### src/rtl/calc_pkg.sv
// Shared definitions for the ALU calculator front end.
//   entry_state_t : operand entry sequence, encoding drives the state LEDs
//   OPCODE_MAX    : largest opcode the ALU implements
//   OP_*          : opcode values shared with the ALU datapath
package calc_pkg;

    typedef enum logic [1:0] {
        S_A     = 2'd0,
        S_B     = 2'd1,
        S_OP    = 2'd2,
        S_READY = 2'd3
    } entry_state_t;

    localparam logic [3:0] OPCODE_MAX = 4'b1100;

    localparam logic [3:0] OP_INC_A = 4'd0;
    localparam logic [3:0] OP_INC_B = 4'd1;
    localparam logic [3:0] OP_DEC_A = 4'd2;
    localparam logic [3:0] OP_DEC_B = 4'd3;
    localparam logic [3:0] OP_ADD   = 4'd4;
    localparam logic [3:0] OP_SUB   = 4'd5;
    localparam logic [3:0] OP_MUL   = 4'd6;
    localparam logic [3:0] OP_SHL_A = 4'd7;
    localparam logic [3:0] OP_SHR_A = 4'd8;
    localparam logic [3:0] OP_NOT_A = 4'd9;
    localparam logic [3:0] OP_AND   = 4'd10;
    localparam logic [3:0] OP_OR    = 4'd11;
    localparam logic [3:0] OP_XOR   = 4'd12;

endpackage

### src/rtl/operand_entry_fsm_button_debouncer.sv
// Push-button conditioner: 2-flop synchronizer, counter debouncer and a
// registered one-cycle pulse on each debounced press (releases are silent).
//   clk         : system clock
//   reset       : asynchronous, active-high
//   btn_raw     : raw bouncy button, active-high
//   press_pulse : one cycle high per debounced press
module button_debouncer #(
    parameter int DEBOUNCE_CYCLES = 1_000_000
) (
    input  logic clk,
    input  logic reset,
    input  logic btn_raw,
    output logic press_pulse
);

    localparam int CNT_W = ($clog2(DEBOUNCE_CYCLES) > 0) ? $clog2(DEBOUNCE_CYCLES) : 1;
    localparam logic [CNT_W-1:0] CNT_LAST = CNT_W'(DEBOUNCE_CYCLES - 1);

    logic [1:0]       sync_q;
    logic             level_q;
    logic             level_prev_q;
    logic [CNT_W-1:0] cnt_q;

    always_ff @(posedge clk or posedge reset) begin
        if (reset) begin
            sync_q       <= '0;
            level_q      <= 1'b0;
            level_prev_q <= 1'b0;
            cnt_q        <= '0;
            press_pulse  <= 1'b0;
        end else begin
            sync_q       <= {sync_q[0], btn_raw};
            level_prev_q <= level_q;
            press_pulse  <= level_q & ~level_prev_q;
            // Any glitch back to the accepted level restarts the count,
            // so a flip needs DEBOUNCE_CYCLES consecutive differing samples.
            if (sync_q[1] == level_q) begin
                cnt_q <= '0;
            end else if (cnt_q == CNT_LAST) begin
                level_q <= sync_q[1];
                cnt_q   <= '0;
            end else begin
                cnt_q <= cnt_q + 1'b1;
            end
        end
    end

endmodule

### src/rtl/operand_entry_fsm.sv
// Operand entry stage of the ALU calculator. Switches are synchronized,
// buttons synchronized and debounced; each Enter press captures the next
// of A, B, Opcode. Clear aborts entry from any state and wins over Enter.
//   clk, reset     : system clock, asynchronous active-high reset
//   sw             : raw slide switches
//   btn_enter      : raw Enter button
//   btn_clear      : raw Clear button
//   A, B, Opcode   : captured operands / opcode
//   operands_valid : complete set captured
//   load_pulse     : one-cycle strobe on the rise of operands_valid
//   opcode_err     : captured Opcode above OPCODE_MAX
//   entry_state    : current entry state for the LEDs
module operand_entry_fsm
    import calc_pkg::*;
#(
    parameter int DEBOUNCE_CYCLES = 1_000_000,
    parameter int DATA_W          = 4
) (
    input  logic              clk,
    input  logic              reset,
    input  logic [DATA_W-1:0] sw,
    input  logic              btn_enter,
    input  logic              btn_clear,
    output logic [DATA_W-1:0] A,
    output logic [DATA_W-1:0] B,
    output logic [DATA_W-1:0] Opcode,
    output logic              operands_valid,
    output logic              load_pulse,
    output logic              opcode_err,
    output logic [1:0]        entry_state
);

    logic [DATA_W-1:0] sw_meta_q, sw_sync_q;
    logic              enter_ev, clear_ev;

    entry_state_t      state_q, state_d;
    logic [DATA_W-1:0] a_d, b_d, op_d;
    logic              valid_d, load_d, err_d;

    button_debouncer #(.DEBOUNCE_CYCLES(DEBOUNCE_CYCLES)) u_db_enter (
        .clk         (clk),
        .reset       (reset),
        .btn_raw     (btn_enter),
        .press_pulse (enter_ev)
    );

    button_debouncer #(.DEBOUNCE_CYCLES(DEBOUNCE_CYCLES)) u_db_clear (
        .clk         (clk),
        .reset       (reset),
        .btn_raw     (btn_clear),
        .press_pulse (clear_ev)
    );

    always_ff @(posedge clk or posedge reset) begin
        if (reset) begin
            sw_meta_q <= '0;
            sw_sync_q <= '0;
        end else begin
            sw_meta_q <= sw;
            sw_sync_q <= sw_meta_q;
        end
    end

    always_comb begin
        state_d = state_q;
        a_d     = A;
        b_d     = B;
        op_d    = Opcode;
        valid_d = operands_valid;
        err_d   = opcode_err;
        load_d  = 1'b0;
        if (clear_ev) begin
            state_d = S_A;
            a_d     = '0;
            b_d     = '0;
            op_d    = '0;
            valid_d = 1'b0;
            err_d   = 1'b0;
        end else if (enter_ev) begin
            unique case (state_q)
                S_A: begin
                    a_d     = sw_sync_q;
                    state_d = S_B;
                end
                S_B: begin
                    b_d     = sw_sync_q;
                    state_d = S_OP;
                end
                S_OP: begin
                    // Out-of-range opcodes are still captured; only flagged.
                    op_d    = sw_sync_q;
                    err_d   = int'(sw_sync_q) > int'(OPCODE_MAX);
                    valid_d = 1'b1;
                    load_d  = 1'b1;
                    state_d = S_READY;
                end
                S_READY: begin
                    // Captured values linger until overwritten by new entry.
                    valid_d = 1'b0;
                    err_d   = 1'b0;
                    state_d = S_A;
                end
                default: state_d = S_A;
            endcase
        end
    end

    always_ff @(posedge clk or posedge reset) begin
        if (reset) begin
            state_q        <= S_A;
            A              <= '0;
            B              <= '0;
            Opcode         <= '0;
            operands_valid <= 1'b0;
            load_pulse     <= 1'b0;
            opcode_err     <= 1'b0;
        end else begin
            state_q        <= state_d;
            A              <= a_d;
            B              <= b_d;
            Opcode         <= op_d;
            operands_valid <= valid_d;
            load_pulse     <= load_d;
            opcode_err     <= err_d;
        end
    end

    assign entry_state = state_q;

endmodule
### config.mk
export PLATFORM = sky130hd
export DESIGN_NAME = operand_entry_fsm
export DESIGN_NICKNAME = d
export VERILOG_FILES = /design/src/rtl/calc_pkg.sv /design/src/rtl/operand_entry_fsm_button_debouncer.sv /design/src/rtl/operand_entry_fsm.sv
export SDC_FILE = /design/constraint.sdc
export NUM_CORES = 1
export LEC_CHECK = 0
export BUFFER_PORTS_ARGS = -buffer_cell sky130_fd_sc_hd__buf_2
export CORE_UTILIZATION = 64
export CTS_BUF_LIST = sky130_fd_sc_hd__clkbuf_4 sky130_fd_sc_hd__clkbuf_8 sky130_fd_sc_hd__clkbuf_16
export DETAILED_ROUTE_END_ITERATION = 7
export PLACE_DENSITY_LB_ADDON = 0.15
export SYNTH_ARGS = -nofsm -noshare
export SYNTH_HDL_FRONTEND = slang
export SYNTH_SLANG_ARGS = --single-unit
export TNS_END_PERCENT = 30
### constraint.sdc
create_clock -name clk -period 5.1 [get_ports clk]
set_input_delay 1.02 -clock clk [delete_from_list [all_inputs] [get_ports clk]]
set_output_delay 1.02 -clock clk [all_outputs]
set_load 0.05 [all_outputs]
==> flow_metrics.tcl, run 1 <==
set metrics [dict create \
    period_share_pct 45.5 \
    synth_nets 324 \
    drt_wl_total_um 5600 \
    grt_max_degree 42 \
    status "completed" \
    p_switching_mw 0.234 \
    cts_max_path_buffers 2 \
    setup_violations 0 \
    cts_buffers 9 \
    reg2reg_from "u_db_enter.cnt_q[0]" \
    rrSetupSlack_ps 2780 \
    fin_area_um2 3630 \
    ys_types 33 \
    rsz0062_at_grt "false" \
    insertedDiodeCount 0 \
    start_util_pct 67.7 \
    arrival_ps 2550 \
    pin_count 25 \
    grt.overflow.total 0 \
    layout-drive-gt1-share_pct 15.2 \
    final.setup.tns_ps 0 \
    layout.nets 352 \
    h-tree-depth 3 \
    yosys.area.top_type "dfrtp_1" \
    period_minus_slack_ps 2320 \
    ys_warn_count 0 \
    slew_violations 0 \
    crit_path_start_kind "flip-flop" \
    ys_seq_area_share_pct 57.6 \
    crit_path_end "u_db_enter.cnt_q[8]" \
    hold_class "flip-flop to flip-flop" \
    clock_power_share_pct 40.0 \
    syn_area_um2 3260 \
    cp-end-kind "flip-flop" \
    multi_input_area_um2 1310 \
    syn_inst 310 \
    cts_setup_buffers 0 \
    critPathKind "flip-flop to flip-flop" \
    dp_hpwl_um 3920 \
    maxCapViolations 0 \
    hold_violations 0 \
    dr.pass1.iters 4 \
    swShare_pct 22.0 \
    dpl_cell_area_um2 3450 \
    chipWidth_um 73.4 \
    p_leak_nw 1.60 \
    r2r-end "u_db_enter.cnt_q[8]" \
    internal-power_mw 0.831 \
    async_reset_ff_share_pct 100 \
    power_frac_seq_pct 57.3 \
    grtUsageTotal_pct 24.9 \
    cts_root_buf "clkbuf_8" \
    grt_pass1_vias 2230 \
    p_comb_share_pct 2.7 \
    stdcell_count 409 \
    startpoint "u_db_enter.cnt_q[0]" \
    rows 25 \
    synth_top_area_share_pct 57.6 \
    path_clk_slew_ps 80 \
    area.growth.synth_to_final_pct 11.3 \
    fp.dieH_um 73.4 \
    regArea_um2 1880 \
    synth-main-ff-cell "dfrtp_1" \
    postSynthAreaPerCell_um2 10.5 \
    power.density_nw_per_um2 293 \
    slew_headroom_pct 30.4 \
    wire_per_inst_um 13.7 \
    cts_tree "built" \
    vdd_drop_max_mv 0.232 \
    num_vias 2315 \
    crit_fanout 11 \
    ys_ff_latch 75 \
    grt_pass1_wl_um 9820 \
    cts_hold_buf 0 \
    hold_ws_ps 341 \
    clock_skew_ps 10.0 \
    core_area_um2 4820 \
    worstMarginPinSlew_ps 1040 \
    max_freq_mhz 431 \
    vias_per_cell 5.66 \
    p_total_mw 1.06 \
    dp_cells 394 \
    clock-sinks 75 \
    portBuffers 24 \
    die-area_um2 5380 \
    drcViolationCount 0 \
    drtIter0Drc 166 \
    synth-edff-count 0 \
    crit_required_ps 5330 \
    ant_nets 0 \
    ctsResizeCount 0 \
    num-fill-cells 346 \
    final_common_cell "dfrtp_1" \
    final_cell_mix "75 x dfrtp_1, 35 x nor2_1, 27 x nand2_1, 24 x a21oi_1, 24 x buf_2" \
    antenna_found_initial 0 \
    rr_worst_depth 6 \
    holdCritStartpoint "u_db_enter.sync_q[0]" \
    insertion_delay_ps 350 \
    gp_routability_congestion 0.831 \
    synth_area_leaders "dfrtp_1 58%, xnor2_1 5.4%, nor2_1 4.0%" \
]
worst min-delay path by stage:
stage                     cells past startpoint              endpoint  slack (ps)
after floorplan                               0          sw_sync_q[0]         330
after global placement                        0  u_db_clear.sync_q[1]         330
after detailed placement                      0          sw_sync_q[1]         330
after CTS                                     0  u_db_enter.sync_q[1]         350
after global routing                          0          sw_sync_q[0]         360
final                                         0  u_db_enter.sync_q[1]         340
critical path, stage by stage, from the launching register on:
cell	delay [ps]
dfrtp_1	370
ha_1	220
nand2_1	140
or3_1	430
o31ai_2	670
buf_4	300
nor2_1	70
cells in the mapped netlist, types with 2 or more instances:
cell      number
or3_1          9
xor2_1         8
inv_1         11
nand4_1        7
dfrtp_1       75
nor2_1        35
nor2b_1        2
a21oi_1       24
o31ai_1        5
o21ai_0        9
nor4_1         7
mux2_2         2
and3_1         4
nand3_1       23
or4_1          5
nand4_2        2
buf_2          2
nand2_1       27
nor3_1         8
clkbuf_1       6
xnor2_1       20
ha_1           6
nor4b_1        3
cells by family after synthesis:
logic type,Yosys count,share of synthesized area (%)
AOI/OAI and AO/OA,41,7.56
muxes,3,0.998
buffers and inverters,20,2.38
and+or+nand+nor,137,21.7
xor gates and xnor gates,28,7.52
adders and majority gates,6,2.30
DFF,75,57.6
cell type report:
| cell class | count | share of cell area (%) |
|---|---|---|
| flip-flops and latches | 75 | 51.7 |
| repair buffers | 26 | 3.72 |
| well taps | 67 | 2.31 |
| inverters | 11 | 1.14 |
| multi-input cells | 215 | 36.1 |
| clock buffers | 9 | 3.41 |
| clock inverters | 6 | 1.59 |
sequential cells by signal (all words and copies together), names as in the netlist, 2 cells and up:
signal	flops
Opcode	4
u_db_clear.sync_q	2
u_db_clear.cnt_q	20
entry_state	2
A	4
u_db_enter.cnt_q	20
B	4
u_db_enter.sync_q	2
sw_meta_q	4
sw_sync_q	4
metrics by stage:
| step | util [%] | setup slack [ps] |
|---|---|---|
| floorplan | - | 2170 |
| CTS | 75.3 | 2800 |
| detailed placement | 71.6 | 2810 |
| global route | 75.3 | 2610 |
| global placement | 71.6 | 2910 |
| finish | 75.3 | 2780 |
metal layers:
| layer | share of wire, % | GRT usage, % | up-vias | wire [um] |
|---|---|---|---|---|
| li1 | - | - | 1135 | - |
| met1 | 46 | 31.8 | 1111 | 2590 |
| met2 | 47 | 39.0 | 59 | 2620 |
| met3 | 5.1 | 9.60 | 10 | 285 |
| met4 | 1.7 | 9.19 | 0 | 93 |
| met5 | 0 | 0 | - | 0 |
power groups by stage:
stage,combinational (mW),clock (mW),sequential (mW)
after CTS,0.0296,0.438,0.610
after floorplan,0.0206,0,0.619
after global placement,0.0292,0,0.621
final,0.0287,0.426,0.610
after global routing,0.0337,0.461,0.611
after detailed placement,0.0296,0,0.621
No activity file was read; power rests on OpenSTA's default activity.
==> inputs of run 2 (changes only) <==
CORE_UTILIZATION = 59   (was 64)
clock period = 2.2 ns   (was 5.1 ns; I/O delays follow)
==> run 2 against run 1 <==
Compared with the run above: combinational power rose to 2.6 times the previous value; non-clock buffer count is 5 higher; routed wire length increased by 1.4%; global-route usage is 2.6 points lower; sequential share of layout area shrank 1.3 points; sequential cell count unchanged; cell count increased by 2.2%; critical endpoint is now u_db_clear.cnt_q[14]; clock power grew to 2.7 times the previous value; largest power group unchanged.
==> flow_metrics.tcl, run 2 (synthesized netlist as in run 1, its figures left out) <==
set metrics [dict create \
    status "completed" \
    crit_chain "ha_2 -> nand2_1 -> or4_1 -> buf_4 -> or3_1 -> a21oi_1" \
    max_freq_mhz 482 \
    hold_ws_ps 198 \
    chipWidth_um 76.3 \
    worst_slack_ps 127 \
    cts_max_path_buffers 2 \
    portBuffers 24 \
    final_common_cell "dfrtp_1" \
    cpPeakStageDelay_ps 560 \
    cts_tree "built" \
    setup_violations 0 \
    grtUsageTotal_pct 22.4 \
    start_util_pct 62.6 \
    insertion_delay_ps 340 \
    area.growth.synth_to_final_pct 14.2 \
    top_regs "u_db_clear.cnt_q (20), u_db_enter.cnt_q (20)" \
    drcViolationCount 0 \
    drtIter0Drc 154 \
    r2r-end "u_db_clear.cnt_q[14]" \
    dr.pass1.iters 4 \
    crit_path_top_delay_cell "or4_1" \
    layout-drive-gt1-share_pct 17.0 \
    power.density_nw_per_um2 703 \
    clock-sinks 75 \
    fp.dieH_um 76.3 \
    rrSetupSlack_ps 130 \
    core_area_um2 5200 \
    fin_area_um2 3720 \
    grt.overflow.total 0 \
    clock_skew_ps 9.35 \
    cts_hold_buf 0 \
    arrival_ps 2340 \
    critPathKind "flip-flop to flip-flop" \
    rr_worst_depth 6 \
    antenna_found_initial 0 \
    vias_per_cell 5.68 \
    drt_wl_total_um 5680 \
    dp_hpwl_um 3780 \
    insertedDiodeCount 0 \
    layout.nets 357 \
    gp_routability_congestion 0.786 \
    dp_slack_ps 144 \
    cp-end-kind "flip-flop" \
    ant_nets 0 \
    crit_required_ps 2460 \
    vdd_drop_max_mv 0.472 \
    final_cell_mix "75 x dfrtp_1, 35 x nor2_1, 27 x nand2_1, 24 x a21oi_1, 24 x buf_2" \
    p_leak_nw 1.63 \
    h-tree-depth 3 \
    pin_count 25 \
    num_vias 2375 \
    die-area_um2 5830 \
    rows 26 \
    crit_path_start_kind "flip-flop" \
    period_share_pct 94.2 \
    period_minus_slack_ps 2070 \
    crit_fanout 6 \
    path_clk_slew_ps 80 \
    slew_headroom_pct 65.2 \
    grt_pass1_vias 2256 \
    reg2reg_from "u_db_clear.cnt_q[0]" \
    cts_buffers 9 \
    cts_root_buf "clkbuf_8" \
    wire_per_inst_um 13.6 \
    grt_pass1_wl_um 10200 \
    maxCapViolations 0 \
    grt_max_degree 76 \
    worstMarginPinSlew_ps 521 \
    slew_violations 0 \
    hold_class "input port to asynchronous set/reset pin" \
    dpl_cell_area_um2 3500 \
    hold_violations 0 \
]
## run 2: cell types whose count changed in the layout (fill, tap and decap cells not counted), sizes merged
cell      change
clkinvlp      +3
bufinv        +1
clkinv        -2
buf           +5
inv           -1
## run 2: worst max path at each step
stage                                    from              endpoint  slack (ps)  cells past startpoint
after floorplan           u_db_clear.cnt_q[0]  u_db_clear.cnt_q[18]         210                      6
after global placement    u_db_clear.cnt_q[0]  u_db_clear.cnt_q[16]         260                      6
after detailed placement  u_db_clear.cnt_q[0]  u_db_clear.cnt_q[14]         140                      6
after CTS                 u_db_clear.cnt_q[0]  u_db_clear.cnt_q[14]         110                      6
after global routing      u_db_clear.cnt_q[0]  u_db_clear.cnt_q[14]          -2                      6
final                     u_db_clear.cnt_q[0]  u_db_clear.cnt_q[14]         130                      6
## run 2: final cells by class
class / count / area [um2]
Clock buffer: 9 / 124
Clock inverter: 7 / 92.6
Fill cell: 407 / 1480
Inverter: 11 / 45.0
Multi-Input combinational cell: 215 / 1310
Sequential cell: 75 / 1880
Tap cell: 70 / 87.6
Timing Repair Buffer: 31 / 185
## run 2: worst max-delay path: cells and delay by family (launching register included)
kind / cells / cell delay (ps)
and+or+nand+nor: 3 / 1040
DFF: 1 / 390
adders and majority gates: 1 / 220
buffers and inverters: 1 / 180
AOI/OAI and AO/OA: 1 / 170
## run 2: through the flow
stage          instances  setup TNS (ps)  utilization (%)  total power, mW
4_1_cts              418               0             71.5             2.64
2_1_floorplan        310               0                -             1.48
5_1_grt              418           -1.98             71.5             2.71
6_report             418               0             71.5             2.62
3_5_place_dp         402               0             67.3             1.52
3_3_place_gp         402               0             67.3             1.51
## run 2: layer usage
metal	vias to the layer above	routed length, um	GRT usage (%)
met5	-	0	0
met4	0	125	12.3
met3	12	228	3.83
met2	61	2650	33.7
met1	1155	2670	31.0
li1	1147	-	-
## run 2: timing repair
item | 4_1_cts | 5_1_grt
setup buffers | 0 | 0
endpoints found under the setup margin | 0 | 2
resized for setup | 0 | 1
## run 2: report_power, final
part	internal (mW)	leakage, nW	switching, mW	total [mW]
clock network	0.634	0.101	0.497	1.13
logic	0.0245	0.516	0.0488	0.0733
registers	1.40	1.02	0.0153	1.41
total	2.06	1.63	0.561	2.62
